==> src/rtl/oht2bin_pkg.sv <==
// oht2bin_pkg -- shared definitions for the one-hot to binary pipeline.
//   oht_res_t      : final result record {bin, nz, err}.
//   oht_levels     : number of SPLIT-ary tree levels needed to cover WIDTH.
//   stage_nlvl     : tree levels assigned to pipeline stage k.
//   stage_lvl_in   : first tree level handled by pipeline stage k.
package oht2bin_pkg;

   localparam int BIN_MAX_W = 32;

   typedef struct packed {
      logic [BIN_MAX_W-1:0] bin;
      logic                 nz;
      logic                 err;
   } oht_res_t;

   function automatic int oht_levels(input int width_log, input int split_log);
      if (split_log < 1 || width_log < 1) return 1;
      return (width_log + split_log - 1) / split_log;
   endfunction

   // Levels are spread as evenly as possible; earlier stages absorb the remainder.
   function automatic int stage_nlvl(input int levels, input int stages, input int k);
      if (stages < 1) return 0;
      return (levels / stages) + ((k < (levels % stages)) ? 1 : 0);
   endfunction

   function automatic int stage_lvl_in(input int levels, input int stages, input int k);
      int rem;
      if (stages < 1) return 0;
      rem = levels % stages;
      return k * (levels / stages) + ((k < rem) ? k : rem);
   endfunction

endpackage

==> src/rtl/oht2bin_stage.sv <==
// oht2bin_stage -- one pipeline stage of the one-hot to binary reduction tree.
// Reduces PW tree nodes through NLVL SPLIT-ary levels starting at level LVL_IN,
// then registers the result behind a valid/ready handshake.
// Ports:
//   clk, rst_n      : clock, asynchronous active-low reset
//   up_vld/up_rdy   : upstream handshake
//   nz_i/err_i/bin_i: incoming node vectors (node j bin at bin_i[j*BW +: BW])
//   dn_vld/dn_rdy   : downstream handshake
//   nz_o/err_o/bin_o: registered node vectors after this stage's levels
module oht2bin_stage
   import oht2bin_pkg::*;
#(
   parameter int SPLIT     = 2,
   parameter int SPLIT_LOG = 1,
   parameter int PW        = 32,
   parameter int BW        = 5,
   parameter int LVL_IN    = 0,
   parameter int NLVL      = 1
) (
   input  logic             clk,
   input  logic             rst_n,
   input  logic             up_vld,
   output logic             up_rdy,
   input  logic [PW-1:0]    nz_i,
   input  logic [PW-1:0]    err_i,
   input  logic [PW*BW-1:0] bin_i,
   output logic             dn_vld,
   input  logic             dn_rdy,
   output logic [PW-1:0]    nz_o,
   output logic [PW-1:0]    err_o,
   output logic [PW*BW-1:0] bin_o
);

   logic [PW-1:0]    nz_c, err_c;
   logic [PW*BW-1:0] bin_c;
   logic             vld_p0;
   logic [PW-1:0]    nz_p0, err_p0;
   logic [PW*BW-1:0] bin_p0;

   // Each level merges SPLIT children into one parent. A parent's bin is the
   // child slot number placed above the children's already-resolved low bits,
   // ORed over every non-empty child, so multi-hot words yield the OR of indices.
   // Parents are packed at the low node positions; unused nodes stay zero.
   always_comb begin
      logic [PW-1:0]    nz_n, err_n;
      logic [PW*BW-1:0] bin_n;
      logic             seen;
      nz_c  = nz_i;
      err_c = err_i;
      bin_c = bin_i;
      for (int l = 0; l < NLVL; l++) begin
         nz_n  = '0;
         err_n = '0;
         bin_n = '0;
         for (int j = 0; j < PW / SPLIT; j++) begin
            seen = 1'b0;
            for (int c = 0; c < SPLIT; c++) begin
               if (nz_c[j*SPLIT+c]) begin
                  if (seen) err_n[j] = 1'b1;
                  seen     = 1'b1;
                  nz_n[j]  = 1'b1;
                  bin_n[j*BW +: BW] = bin_n[j*BW +: BW] | (BW'(c) << ((LVL_IN + l) * SPLIT_LOG));
               end
               err_n[j] = err_n[j] | err_c[j*SPLIT+c];
               bin_n[j*BW +: BW] = bin_n[j*BW +: BW] | bin_c[(j*SPLIT+c)*BW +: BW];
            end
         end
         nz_c  = nz_n;
         err_c = err_n;
         bin_c = bin_n;
      end
   end

   // Stage register: loads when empty or when its current content leaves.
   assign up_rdy = !vld_p0 || dn_rdy;

   always_ff @(posedge clk or negedge rst_n) begin
      if (!rst_n) begin
         vld_p0 <= 1'b0;
         nz_p0  <= '0;
         err_p0 <= '0;
         bin_p0 <= '0;
      end else begin
         if (up_rdy) vld_p0 <= up_vld;
         if (up_vld && up_rdy) begin
            nz_p0  <= nz_c;
            err_p0 <= err_c;
            bin_p0 <= bin_c;
         end
      end
   end

   assign dn_vld = vld_p0;
   assign nz_o   = nz_p0;
   assign err_o  = err_p0;
   assign bin_o  = bin_p0;

endmodule

==> src/rtl/oht2bin_pipe.sv <==
// oht2bin_pipe -- pipelined one-hot to binary encoder with valid/ready flow control.
// Ports:
//   clk, rst_n       : clock, asynchronous active-low reset
//   in_vld/in_rdy    : input handshake, in_oht = WIDTH-bit code word
//   out_vld/out_rdy  : output handshake
//   out_bin          : OR of set-bit indices (index for one-hot, 0 for zero)
//   out_nz / out_err : any bit set / two or more bits set
//   err_cnt, err_clr : saturating count of delivered error words, sync clear
module oht2bin_pipe
   import oht2bin_pkg::*;
#(
   parameter int WIDTH  = 32,
   parameter int SPLIT  = 2,
   parameter int STAGES = 2,
   parameter int CNT_W  = 16
) (
   input  logic                     clk,
   input  logic                     rst_n,
   input  logic                     in_vld,
   output logic                     in_rdy,
   input  logic [WIDTH-1:0]         in_oht,
   output logic                     out_vld,
   input  logic                     out_rdy,
   output logic [$clog2(WIDTH)-1:0] out_bin,
   output logic                     out_nz,
   output logic                     out_err,
   output logic [CNT_W-1:0]         err_cnt,
   input  logic                     err_clr
);

   localparam int WIDTH_LOG = $clog2(WIDTH);
   localparam int SPLIT_LOG = $clog2(SPLIT);
   localparam int LEVELS    = oht_levels(WIDTH_LOG, SPLIT_LOG);
   localparam int PW        = 1 << (LEVELS * SPLIT_LOG);
   localparam int BW        = LEVELS * SPLIT_LOG;

   if (WIDTH < 2) begin : g_bad_width
      $error("oht2bin_pipe: WIDTH must be >= 2");
   end
   if (SPLIT < 2 || (SPLIT & (SPLIT - 1)) != 0) begin : g_bad_split
      $error("oht2bin_pipe: SPLIT must be a power of 2 and >= 2");
   end
   if (STAGES < 1 || STAGES > LEVELS) begin : g_bad_stages
      $error("oht2bin_pipe: STAGES must be in 1..LEVELS");
   end

   logic [STAGES:0]  vld_s, rdy_s;
   logic [PW-1:0]    nz_s  [STAGES+1];
   logic [PW-1:0]    err_s [STAGES+1];
   logic [PW*BW-1:0] bin_s [STAGES+1];
   oht_res_t         res;

   // Leaves: zero-padded input bits, no error, no resolved index bits yet.
   assign vld_s[0]      = in_vld;
   assign nz_s[0]       = PW'(in_oht);
   assign err_s[0]      = '0;
   assign bin_s[0]      = '0;
   assign rdy_s[STAGES] = out_rdy;
   assign in_rdy        = rst_n && rdy_s[0];

   for (genvar k = 0; k < STAGES; k++) begin : g_stage
      oht2bin_stage #(
         .SPLIT     (SPLIT),
         .SPLIT_LOG (SPLIT_LOG),
         .PW        (PW),
         .BW        (BW),
         .LVL_IN    (stage_lvl_in(LEVELS, STAGES, k)),
         .NLVL      (stage_nlvl(LEVELS, STAGES, k))
      ) u_stage (
         .clk    (clk),
         .rst_n  (rst_n),
         .up_vld (vld_s[k]),
         .up_rdy (rdy_s[k]),
         .nz_i   (nz_s[k]),
         .err_i  (err_s[k]),
         .bin_i  (bin_s[k]),
         .dn_vld (vld_s[k+1]),
         .dn_rdy (rdy_s[k+1]),
         .nz_o   (nz_s[k+1]),
         .err_o  (err_s[k+1]),
         .bin_o  (bin_s[k+1])
      );
   end

   // After the last level only root node 0 carries the result.
   always_comb begin
      res     = '0;
      res.bin = BIN_MAX_W'(bin_s[STAGES][BW-1:0]);
      res.nz  = nz_s[STAGES][0];
      res.err = err_s[STAGES][0];
   end

   assign out_vld = vld_s[STAGES];
   assign out_bin = res.bin[WIDTH_LOG-1:0];
   assign out_nz  = res.nz;
   assign out_err = res.err;

   always_ff @(posedge clk or negedge rst_n) begin
      if (!rst_n) begin
         err_cnt <= '0;
      end else if (err_clr) begin
         err_cnt <= '0;
      end else if (out_vld && out_rdy && out_err && (err_cnt != {CNT_W{1'b1}})) begin
         err_cnt <= err_cnt + 1'b1;
      end
   end

endmodule
==> config.mk <==
export PLATFORM = sky130hd
export DESIGN_NAME = oht2bin_pipe
export DESIGN_NICKNAME = d
export VERILOG_FILES = /design/src/rtl/oht2bin_pkg.sv /design/src/rtl/oht2bin_stage.sv /design/src/rtl/oht2bin_pipe.sv
export SDC_FILE = /design/constraint.sdc
export NUM_CORES = 1
export LEC_CHECK = 0
export BUFFER_PORTS_ARGS = -buffer_cell sky130_fd_sc_hd__buf_2
export CORE_ASPECT_RATIO = 0.9
export CORE_MARGIN = 2
export CORE_UTILIZATION = 45
export CTS_BUF_LIST = sky130_fd_sc_hd__clkbuf_16
export DETAILED_ROUTE_END_ITERATION = 12
export GPL_ROUTABILITY_DRIVEN = 0
export PLACE_DENSITY_LB_ADDON = 0.3
export SLEW_MARGIN = 0
export SYNTH_ARGS = -nofsm -noshare
export SYNTH_HDL_FRONTEND = slang
export SYNTH_HIERARCHICAL = 1
export SYNTH_SLANG_ARGS = --single-unit
export TNS_END_PERCENT = 30
==> constraint.sdc <==
create_clock -name clk -period 1.7 [get_ports clk]
set_input_delay 0.085 -clock clk [delete_from_list [all_inputs] [get_ports clk]]
set_output_delay 0.085 -clock clk [all_outputs]
set_load 0.05 [all_outputs]
# Word-level counts from Yosys, hierarchy flattened
# Index checks and enable logic that the tools add are counted.
word_totals:
  regBits: 53
  inputBits: 37
  out_inout_bits: 25
  word_cells: 209
classes:
  addsub: 1
  n_eq_ne: 1
  mux: 157
  bitwise: 30
  reduce_logical: 11
op_table:
  columns: ["op", "n"]
  rows:
  - ["2-to-1 mux 1 bit", 140]
  - ["bitwise OR 5 bit", 8]
  - ["2-to-1 mux 16 bit", 2]
  - ["adder 16 x 1 -> 16 bit (second input constant)", 1]
  - ["2-to-1 mux 2 bit", 8]
  - ["!= test 16 bit (second input constant)", 1]
  - ["bitwise OR 1 bit", 15]
  - ["2-to-1 mux 3 bit", 4]
  - ["bitwise OR 2 x 1 -> 2 bit", 6]
  - ["2-to-1 mux 4 bit", 2]
  - ["logical AND 1 bit", 6]
  - ["2-to-1 mux 5 bit", 1]
  - ["bitwise OR 5 x 1 -> 5 bit", 1]
  - ["zero test 1 bit", 2]
  - ["logical OR 1 bit", 2]
  - ["nonzero test 2 bit", 1]

# Logic depth before layout (Yosys ltp)
depth:
  depth_word: 9
  mapped_depth: 10
  mapped_depth_nobuf: 5

# Hierarchy
# The synthesis kept the hierarchy.
by_module_without_submodules:
  columns: ["module", "n_inst", "cells_per_inst", "area_each_um2"]
  rows:
  - ["oht2bin_stage (g_stage[1].u_stage)", 1, 448, 4080.2]
  - ["oht2bin_stage (g_stage[0].u_stage)", 1, 389, 3231.8]
  - ["oht2bin_pipe", 1, 103, 929.6]

# Worst setup path before layout
# Ideal clock, no wire load.
synth_timing:
  path_kind: "register -> register"
  startpoint: "reg g_stage[1].u_stage.vld_p0"
  endpoint: "reg err_cnt[15]"
  arrival_time_ns: 2.056
  required_time_ns: 1.575
  slack_ns: -0.481
  stages_incl_launch_ff: 5
  n_path_buf: 0
  synth_period_minus_slack_ns: 2.181
  cell_sequence: "dfrtp_1 nand3_1 or3_1 nor4b_1 mux2_2"
synth_between:
  elab_chain_len: 4
synth_rtl:
  columns: ["element", "line_no", "text"]
  rows:
  - ["start, declared", "oht2bin_stage.sv:36", "logic vld_p0;"]
  - ["start signal, assigned", "oht2bin_stage.sv:84", "if (up_rdy) vld_p0 <= up_vld;"]
  - ["logical AND 1 bit (3 in a row)", "oht2bin_pipe.sv:103", "end else if (out_vld && out_rdy && out_err && (err_cnt != {CNT_W{1'b1}})) begin"]
  - ["nonzero test 2 bit (no source line)", null, null]
  - ["end signal, assigned", "oht2bin_pipe.sv:104", "err_cnt <= err_cnt + 1'b1;"]
  - ["end, declared", "oht2bin_pipe.sv:27", "output logic [CNT_W-1:0] err_cnt,"]
# Every way passes these cells.
# A chain may end at the register's enable or synchronous reset.

# Worst setup path in the final report
layout_timing:
  startpoint: "reg g_stage[1].u_stage.vld_p0"
  endpoint: "reg err_cnt[9]"
# The elaborated chain is that of the path after synthesis.

==> impl_metrics.env <==
export IMPL_outcome="finished with violations"
export IMPL_violations="negative hold slack, negative setup slack"
export IMPL_r2r_start="g_stage[1].u_stage/dn_vld$_DFFE_PN0N_"
export IMPL_whs_ps=-20.1
export IMPL_final_nets=642
export IMPL_hold_class="primary input to async pin"
export IMPL_clock_path_buffers=2
export IMPL_start_util=0.471
export IMPL_syn_area_sq_um=3150
export IMPL_grt_use_total=0.223
export IMPL_setup_viol=2
export IMPL_slew_headroom=0.543
export IMPL_drt_wl_total_mm=8.56
export IMPL_syn_inst=345
export IMPL_tritoncts="built"
export IMPL_clkSinkCount=53
export IMPL_core_area_sq_um=6690
export IMPL_intPower_mw=1.93
export IMPL_grt_first_pass_wirelength_mm=14.0
export IMPL_die_area_sq_um=7690
export IMPL_arrival_ps=1950
export IMPL_cp_end_kind="flip-flop"
export IMPL_overflow=0
export IMPL_crit_buf_inv=0
export IMPL_drive_above_1_share=0.223
export IMPL_clk_latency_ps=290
export IMPL_grt_max_degree=54
export IMPL_period_needed_ps=1730
export IMPL_hpwl_mm=6.44
export IMPL_reg2regPathDepth=4
export IMPL_fp_dieH_um=83.4
export IMPL_ios=62
export IMPL_layout_cells_non_filler=695
export IMPL_setup_ws_ps=-29.8
export IMPL_p_leak_nw=1.96
export IMPL_row_count=28
export IMPL_fin_setup_tns_ps=-33.9
export IMPL_post_route_period_util=1.02
export IMPL_port_buffers=61
export IMPL_drt_first_pass_iters=6
export IMPL_antenna_found_initial=0
export IMPL_grt_pass1_vias=3137
export IMPL_p_per_area_nw_per_um2=581
export IMPL_max_freq_mhz=578
export IMPL_clkPwrFrac=0.366
export IMPL_cp_start_kind="flip-flop"
export IMPL_regToRegSetupSlack_ps=-30
export IMPL_htreeDepth=2
export IMPL_p_sw_frac=0.274
export IMPL_viasPerCell=4.97
export IMPL_diodes=0
export IMPL_areaGrowthSynthToFinish_pct=45.3
export IMPL_cp_slowest_stage_delay_ps=560
export IMPL_ant_nets=0
export IMPL_crit_cells=4
export IMPL_die_x_um=92.2
export IMPL_cts_root_buf="clkbuf_16"
export IMPL_tightestPinTransition_ps=685
export IMPL_fin_util=0.685
export IMPL_required_ps=1920
export IMPL_crit_chain="nand3_4, or4_4, or4_4, a21oi_2"
export IMPL_peakVddDrop_uv=403
export IMPL_maxCapViolations=0
export IMPL_p_seq_frac=0.484
export IMPL_path_delay_family="simple AND/OR/NAND/NOR gates"
export IMPL_comb_power_share=0.150
export IMPL_hold_buffers=0
export IMPL_slew_violations=0
export IMPL_path_common_cell="or4_4"
export IMPL_cts_inserted_buffers=5
export IMPL_clock_skew_ps=7.26
export IMPL_num_vias=3452
export IMPL_dpl_cell_count=686
export IMPL_path_class="flip-flop to flip-flop"
export IMPL_startpoint="g_stage[1].u_stage/dn_vld$_DFFE_PN0N_"
export IMPL_path_max_fanout=5
export IMPL_drc=0
export IMPL_ys_warn_count=6
export IMPL_clk_pin_slew_ps=70
export IMPL_rsz0062_at_grt="yes"
export IMPL_finalHoldViolCount=12
export IMPL_slowest_stage="or4_4"
export IMPL_syn_avg_cell_area_sq_um=9.14
export IMPL_dr_first_iter_drc_count=161
export IMPL_routedWlPerCell_um=12.3
export IMPL_switching_power_uw=728
## cell type report
class                      instances  area (sq um)
timing repair buffer              84           490
clock buffer                       5           125
tap                               90           113
multi-input combinational        453          2470
fill                             588          2110
clock inverter                     3          12.5
inverter                           7          26.3
sequential                        53          1340
## routing by layer
metal	vias up	part of all wire	GRT usage
met5	-	0	0
li1	1710	-	-
met4	0	0.018	0.0665
met1	1636	0.43	0.283
met3	17	0.040	0.0327
met2	89	0.51	0.393
## sequential cells by signal (all words and copies together) (netlist names)
| name | flops |
|---|---|
| g_stage.u_stage/bin_o | 25 |
| g_stage.u_stage/dn_vld | 2 |
| err_cnt | 16 |
| g_stage.u_stage/err_o | 5 |
| g_stage.u_stage/nz_o | 5 |
## cells in the final DEF, fill, tap and decap left out, drive strengths merged, types with 5 or more instances in the layout
cell    count
nand2      10
nor2b       5
nand4       7
o22ai      13
conb      192
nor2       41
clkbuf      5
nor4       68
a41oi      12
or4         8
buf        84
nand3       6
dfrtp      53
a31oi      15
inv         7
a21oi      20
nor3       10
## per-stage QoR
stage	area [sq um]	setup slack (ps)	power (mW)
after detailed placement	4390	-21.3	1.69
after floorplan	3960	-181	1.58
after global placement	4390	25.2	1.68
final	4580	-29.8	2.66
after CTS	4530	-9.51	2.65
after global routing	4580	-89.4	2.78
## power groups by stage
stage / clock [mW] / combinational, mW / sequential [mW]
global placement: 0 / 0.372 / 1.31
global route: 1.05 / 0.448 / 1.29
floorplan: 0 / 0.245 / 1.33
CTS: 0.984 / 0.380 / 1.29
detailed placement: 0 / 0.378 / 1.31
finish: 0.974 / 0.398 / 1.29
## what timing repair did
item | CTS | global route
pin swaps | 2 | 1
resized for setup | 0 | 11
buffers inserted | 1 | 0
endpoints found under the setup margin | 5 | 11
## final timing paths
check,endpoint
hold / removal,err_cnt[7]$_DFFE_PN0P_
min in group clk,g_stage[0].u_stage/dn_vld$_DFFE_PN0N_
max in group asynchronous,err_cnt[1]$_DFFE_PN0P_
setup / recovery,err_cnt[9]$_DFFE_PN0P_
setup reg to reg,err_cnt[9]$_DFFE_PN0P_
hold reg to reg,err_cnt[7]$_DFFE_PN0P_
Note: power is estimated with default switching activity, not from simulation.
